===== config.mk =====
export PLATFORM = sky130hd
export DESIGN_NAME = int_queue_reader
export DESIGN_NICKNAME = d
export VERILOG_FILES = /design/src/rtl/int_queue_reader_pkg.sv /design/src/rtl/int_queue_reader.sv
export SDC_FILE = /design/constraint.sdc
export NUM_CORES = 1
export LEC_CHECK = 0
export BUFFER_PORTS_ARGS = -buffer_cell sky130_fd_sc_hd__buf_2
export CAP_MARGIN = 20
export CORE_MARGIN = 2
export CORE_UTILIZATION = 49
export CTS_CLUSTER_DIAMETER = 150
export DETAILED_ROUTE_END_ITERATION = 6
export GPL_ROUTABILITY_DRIVEN = 0
export PLACE_DENSITY = 0.79
export SLEW_MARGIN = 20
export SYNTH_ARGS = -nofsm -noshare
export SYNTH_HDL_FRONTEND = slang
export SYNTH_SLANG_ARGS = --single-unit

===== constraint.sdc =====
create_clock -name clock -period 2.5 [get_ports clock]
set_input_delay 0.75 -clock clock [delete_from_list [all_inputs] [get_ports clock]]
set_output_delay 0.75 -clock clock [all_outputs]
set_load 0.02 [all_outputs]

===== src/rtl/int_queue_reader_pkg.sv =====
// Shared types and constants for the interrupt queue reader.
package int_queue_reader_pkg;

  typedef enum logic [1:0] {
    IDLE  = 2'd0,
    FETCH = 2'd1,
    HOLD  = 2'd2
  } state_t;

  localparam logic [7:0] SB_CNT_MAX = 8'd255;

endpackage


===== src/rtl/int_queue_reader.sv =====
// Pops interrupt events from a FIFO, presents one at a time to software
// until acknowledged, and keeps ECC error and serviced-event statistics.
module int_queue_reader
  import int_queue_reader_pkg::*;
#(
  parameter int EVT_WIDTH = 8,
  parameter int CNT_WIDTH = 16
) (
  input  logic                 clock,
  input  logic                 resetn,
  input  logic                 fifoEmpty,
  output logic                 rdEn,
  input  logic [EVT_WIDTH-1:0] rdData,
  input  logic                 error_flag_sb_fifo,
  input  logic                 error_flag_db_fifo,
  input  logic                 intEn,
  input  logic                 clrReq,
  input  logic                 errClr,
  output logic                 statusValid,
  output logic [EVT_WIDTH-1:0] statusData,
  output logic                 statusDbErr,
  output logic                 intOut,
  output logic                 dbErrSticky,
  output logic [7:0]           sbErrCnt,
  output logic [CNT_WIDTH-1:0] evtCnt
);

  state_t state, stateNext;
  logic   fetch, ack;

  // Gated by resetn so no pop can leak out while reset is held.
  assign rdEn   = resetn && (state == IDLE) && !fifoEmpty;
  assign fetch  = (state == FETCH);
  assign ack    = (state == HOLD) && clrReq;
  assign intOut = statusValid && intEn;

  always_ff @(posedge clock or negedge resetn) begin
    if (!resetn) state <= IDLE;
    else         state <= stateNext;
  end

  always_comb begin
    stateNext = state;
    case (state)
      IDLE:    if (rdEn) stateNext = FETCH;
      FETCH:   stateNext = HOLD;
      HOLD:    if (clrReq) stateNext = IDLE;
      default: stateNext = IDLE;
    endcase
  end

  always_ff @(posedge clock or negedge resetn) begin
    if (!resetn) begin
      statusValid <= 1'b0;
      statusData  <= '0;
      statusDbErr <= 1'b0;
      dbErrSticky <= 1'b0;
      sbErrCnt    <= '0;
      evtCnt      <= '0;
    end else begin
      if (fetch) begin
        statusValid <= 1'b1;
        statusData  <= rdData;
        statusDbErr <= error_flag_db_fifo;
      end else if (ack) begin
        statusValid <= 1'b0;
      end

      // A same-cycle fetch error beats errClr so no event is lost.
      if (fetch && error_flag_sb_fifo) begin
        if (errClr)                       sbErrCnt <= 8'd1;
        else if (sbErrCnt != SB_CNT_MAX)  sbErrCnt <= sbErrCnt + 8'd1;
      end else if (errClr) begin
        sbErrCnt <= '0;
      end

      if (fetch && error_flag_db_fifo) dbErrSticky <= 1'b1;
      else if (errClr)                 dbErrSticky <= 1'b0;

      if (ack) evtCnt <= evtCnt + CNT_WIDTH'(1);
    end
  end

endmodule


==> impl_metrics.yaml, run 1 <==
run_status:
  status: "completed"
die:
  die_area_um2: 3941
  pin_count: 53
  initial_utilization_pct: 50.73
  core-area_um2: 3337
  rows: 21
  die_height_um: 62.78
  dieWidth_um: 62.78
timing:
  worst_pin_slew_ns: 0.5007
  rsz0062_at_grt: "false"
  hold_violations: 0
  tns_ns: 0
  final.setup.worst_slack_ns: 0.3789
  relSlewSlack_pct: 66.31
  fmax_mhz: 471.5
  fin_crit_sh_pct: 84.84
  hold_ws_ns: 0.4526
  setup_violations: 0
  slew_violations: 0
  finClkSkew_ns: 0.005522
  fin_crit_ns: 2.121
place:
  numPortBuffers: 52
  place_worst_setup_slack_ns: 0.4793
  hpwl_um: 2407
final_layout:
  final_core_util_pct: 60.93
  area_delta_synth_final_pct: 20.10
  final_common_cell: "buf_2"
  mostFrequentLayoutCells: "buf_2 (52), dfrtp_1 (37), xnor2_1 (10)"
  n_antenna_cell: 0
  drive_above_1_share_pct: 38.00
  num-nets-final: 219
clock_network:
  ctsRootBufferMaster: "clkbuf_4"
  cts_buffers: 5
  tritoncts: "yes"
  clockBufferDepth: 2
  cts_sinks: 37
  cts_resized: 0
  clk_latency_ns: 0.34
  cts_max_level: 2
  cts_hold_buf: 0
  post_cts_buffers: 0
  clkTransAtPathRegs_ns: 0.10
detailed_routing:
  wl_met3_um: 176
  drt_iter0_drc: 64
  viasPerCell: 5.354
  wl_per_cell_um: 13.44
  route.top_layer_used: "met4"
  firstDrtPassIters: 4
  route.met2.wl_um: 1666
  antenna_left: 0
  wirelength_um: 3307
  wl_met1_um: 1421
  num_vias: 1317
  drcViolationCount: 0
critical_path:
  crit_path_max_fanout: 10
  crit_required_ns: 1.75
  start_kind: "flop"
  crit_arrival_ns: 1.37
  regToRegSetupSlack_ns: 0.77
  r2r-end: "evtCnt[12]$_DFFE_PN0P_"
  r2r-start: "state[0]$_DFFE_PN0P_"
  worst-setup-path-type: "reg -> out"
  reg2regPathDepth: 4
  crit_path_end_kind: "output port"
power:
  peakVddDrop_uv: 531.1
  p_leak_uw: 0.001045
  power_uw: 1501
  p_per_area_nw_per_um2: 738.0
synth:
  ys_ff_latch: 37
  synth-async-reset-ratio_pct: 100.0
  syn_area_per_cell_um2: 11.60
  synth_cell_type_count: 38
  mappedNetlistNets: 164
  syn_area_um2: 1693
  yosysWarnings: 0
  synth_top_flop_cell: "dfrtp_1"
  netlist_instances: 146
  synthTopCellsByArea: "dfrtp_1 (55%), mux2_2 (6.0%), xnor2_1 (5.2%)"
  synth-seq-area-share_pct: 54.69
  synth_top_area_share_pct: 54.69
  synth_edf_count: 0
  synth_top_cell_by_area: "dfrtp_1"
global_routing:
  grt_first_pass_wirelength_um: 5768
  grtUsageTotal_pct: 18.64
  overflow: 0
  grt_pass1_vias: 1292
  antenna_found_initial: 0
  grt_max_degree: 39
min_path:
  hold_class: "in -> async"
run:
  maxCapViolCount: 0
[final cells by class]
type	count	area [µm²]
fill	285	1304
sequential	37	925.9
multi-input combinational	100	724.4
timing repair buffer	53	267.8
tap	46	57.56
clock buffer	5	37.54
inverter	4	15.01
clock inverter	1	5.005
[how the worst max path moves through the flow]
stage,startpoint,end,slack [ns]
finish,state[1]$_DFFE_PN0P_,rdEn,0.38
global route,state[1]$_DFFE_PN0P_,rdEn,0.26
CTS,state[1]$_DFFE_PN0P_,rdEn,0.36
detailed placement,fifoEmpty,rdEn,0.48
global placement,fifoEmpty,rdEn,0.47
floorplan,fifoEmpty,rdEn,0.26
[per-stage QoR]
stage          area [µm²]  instances
2_1_floorplan        1693        146
5_1_grt              2033        246
6_report             2033        246
3_3_place_gp         1991        240
3_5_place_dp         1991        240
4_1_cts              2033        246
[synthesized netlist by cell type, drive strengths merged (2+ instances only)]
| master | number |
|---|---|
| buf | 2 |
| and2 | 2 |
| ha | 2 |
| nand3b | 2 |
| nand2b | 2 |
| nand3 | 4 |
| mux2i | 3 |
| dfrtp | 37 |
| or2 | 3 |
| inv | 4 |
| a31oi | 2 |
| nand4 | 6 |
| mux2 | 9 |
| nor4b | 2 |
| nor2 | 10 |
| nor4 | 3 |
| nor3 | 4 |
| o21ai | 5 |
| clkbuf | 3 |
| a21oi | 2 |
| xor2 | 6 |
| and3 | 3 |
| and4 | 2 |
| xnor2 | 10 |
| nand2 | 9 |
[cell families (layout without fill, tap and decap cells)]
group	after synthesis	count (layout)	share of synthesized area [%]
AO/OA/AOI/OAI	11	11	3.622
flip-flops	37	37	54.69
multiplexers	12	12	7.761
buffers and inverters	9	63	2.512
XOR/XNOR	16	16	8.278
adder cells (fa/ha/maj)	2	2	1.478
AND/OR/NAND/NOR	59	59	21.66
[flip-flops by register name, indices dropped and copies added, names as in the netlist]
name and cells:
sbErrCnt 8, state 2, dbErrSticky 1, evtCnt 16
statusValid 1, statusData 8, statusDbErr 1
[per-layer routing]
metal | global-route usage [%] | vias up
met5 | 0 | -
met4 | 5.833 | 0
met3 | 5.766 | 5
met2 | 33.06 | 39
met1 | 21.45 | 655
li1 | - | 618
[power breakdown]
group          switching, µW  leakage [µW]  internal [µW]  total, µW
Combinational            250      0.000541            176        426
Sequential              92.8      0.000477            700        793
Clock                    185     0.0000269           97.5        282
Total                    527       0.00104            974       1500
[critical path, cell delays in order (launching register included)]
cell,delay (ns)
dfrtp_1,0.51
nor4b_1,0.31
buf_2,0.21
(Power assumes the default switching activity.)
==> run 2: changes to the inputs <==
==> constraint.sdc (replaced) <==
create_clock -name clock -period 2.08 [get_ports clock]
set_input_delay 0.624 -clock clock [delete_from_list [all_inputs] [get_ports clock]]
set_output_delay 0.624 -clock clock [all_outputs]
set_load 0.02 [all_outputs]
==> impl_metrics.yaml, run 2 (synthesis results as in run 1) <==
timing:
  final.setup.worst_slack_ns: 0.08109
  fmax_mhz: 500.3
  fin_crit_ns: 1.999
  worst_pin_slew_ns: 0.4933
  setup_violations: 0
  relSlewSlack_pct: 66.81
  rsz0062_at_grt: "false"
  fin_crit_sh_pct: 96.10
  slew_violations: 0
  hold_violations: 0
  tns_ns: 0
  finClkSkew_ns: 0.009002
min_path:
  hold_class: "in -> async"
die:
  die_area_um2: 3941
  dieWidth_um: 62.78
  initial_utilization_pct: 50.73
  core-area_um2: 3337
  die_height_um: 62.78
  rows: 21
  pin_count: 53
global_routing:
  grtUsageTotal_pct: 19.60
  grtUsageMet3_pct: 5.766
  grt_pass1_vias: 1344
  grt_first_pass_wirelength_um: 6030
  grt_max_degree: 39
  grt.busiest_layer: "met2"
  antenna_found_initial: 0
  grt.met2_usage_pct: 34.14
  met1_usage_pct: 23.07
  overflow: 0
power:
  peakVddDrop_uv: 636.3
  p_per_area_nw_per_um2: 902.7
  p_leak_uw: 0.001055
detailed_routing:
  drcViolationCount: 0
  wirelength_um: 3487
  num_vias: 1314
  wl_per_cell_um: 14.06
  firstDrtPassIters: 4
  antenna_left: 0
  viasPerCell: 5.298
  drt_iter0_drc: 42
clock_network:
  cts_buffers: 5
  tritoncts: "yes"
  clockBufferDepth: 2
  clkTransAtPathRegs_ns: 0.10
  clk_latency_ns: 0.34
  ctsRootBufferMaster: "clkbuf_4"
  cts_hold_buf: 0
  cts_sinks: 37
  cts_max_level: 2
final_layout:
  n_antenna_cell: 0
  drive_above_1_share_pct: 39.11
  mostFrequentLayoutCells: "buf_2 (52), dfrtp_1 (36), xnor2_1 (10)"
  reg_top3: "evtCnt (16), sbErrCnt (8), statusData (8)"
  final_common_cell: "buf_2"
  largest-register: "evtCnt"
  fin_area_um2: 2061
  area_delta_synth_final_pct: 21.73
  largest_reg_flops: 16
  num-nets-final: 220
critical_path:
  crit_path_start: "state[1]$_DFFE_PN0P_"
  r2r-start: "state[0]$_DFFE_PN0P_"
  crit_required_ns: 1.46
  worst-setup-path-type: "reg -> out"
  crit_path_max_fanout: 7
  r2r-end: "evtCnt[14]$_DFFE_PN0P_"
  reg2regPathDepth: 4
  start_kind: "flop"
  endpoint: "rdEn"
  crit_arrival_ns: 1.37
  crit_path_end_kind: "output port"
  regToRegSetupSlack_ns: 0.35
place:
  numPortBuffers: 52
  placed_area_um2: 1998
  hpwl_um: 2660
  place_worst_setup_slack_ns: 0.1792
run_status:
  status: "completed"
run:
  maxCapViolCount: 0
-- run 2: cell count changes in the layout (fill, tap and decap cells not counted) --
| cell | delta |
|---|---|
| buf_4 | +1 |
| clkbuf_1 | +1 |
| clkbuf_8 | +1 |
| clkinv_2 | -1 |
| dfrtp_1 | -1 |
| dfrtp_2 | +1 |
| nor4b_1 | -1 |
| nor4b_2 | +1 |
-- run 2: critical path, stage by stage (launching register included) --
cell and delay [ns]:
dfrtp_1 0.51, nor4b_2 0.32, buf_2 0.21
-- run 2: worst min-delay path by stage --
stage / start / endpoint / slack, ns
after global routing: resetn / statusData[7]$_DFFE_PN0N_ / 0.37
after CTS: resetn / sbErrCnt[1]$_DFFE_PN0P_ / 0.36
after detailed placement: evtCnt[7]$_DFFE_PN0P_ / evtCnt[7]$_DFFE_PN0P_ / 0.49
after floorplan: resetn / dbErrSticky$_DFFE_PN0P_ / 0.33
after global placement: evtCnt[15]$_DFFE_PN0P_ / evtCnt[15]$_DFFE_PN0P_ / 0.46
final: resetn / evtCnt[9]$_DFFE_PN0P_ / 0.34
-- run 2: timing repair --
| action | CTS | global route |
|---|---|---|
| pin swaps | 0 | 0 |
| gates cloned | 0 | 0 |
| gates resized for setup | 1 | 1 |
| buffers inserted | 0 | 0 |
| endpoints found under the setup margin | 1 | 1 |
-- run 2: layer usage --
metal,share of wire [%],up-vias
li1,-,630
met1,41,638
met2,52,40
met3,5.1,6
met4,1.5,0
met5,0,-
-- run 2: final cells by class --
| cell class | count | area (µm²) |
|---|---|---|
| Multi-Input combinational cell | 100 | 730.7 |
| Timing Repair Buffer | 54 | 275.3 |
| Tap cell | 46 | 57.56 |
| Fill cell | 289 | 1276 |
| Inverter | 4 | 15.01 |
| Sequential cell | 37 | 927.1 |
| Clock buffer | 7 | 55.05 |
-- run 2: metrics by stage --
step | hold WS, ns | total power, µW | cells | utilization (%)
2_1_floorplan | 0.3284 | 1286 | 146 | -
3_3_place_gp | 0.4573 | 1469 | 241 | 59.88
3_5_place_dp | 0.4862 | 1499 | 241 | 59.88
4_1_cts | 0.3583 | 1881 | 248 | 61.72
5_1_grt | 0.3734 | 1973 | 248 | 61.75
6_report | 0.3445 | 1860 | 248 | 61.75
-- run 2: power breakdown --
group | switching (µW) | internal [µW] | leakage, µW
combinational | 307 | 216 | 0.000548
clock | 220 | 160 | 0.0000314
sequential | 115 | 842 | 0.000476
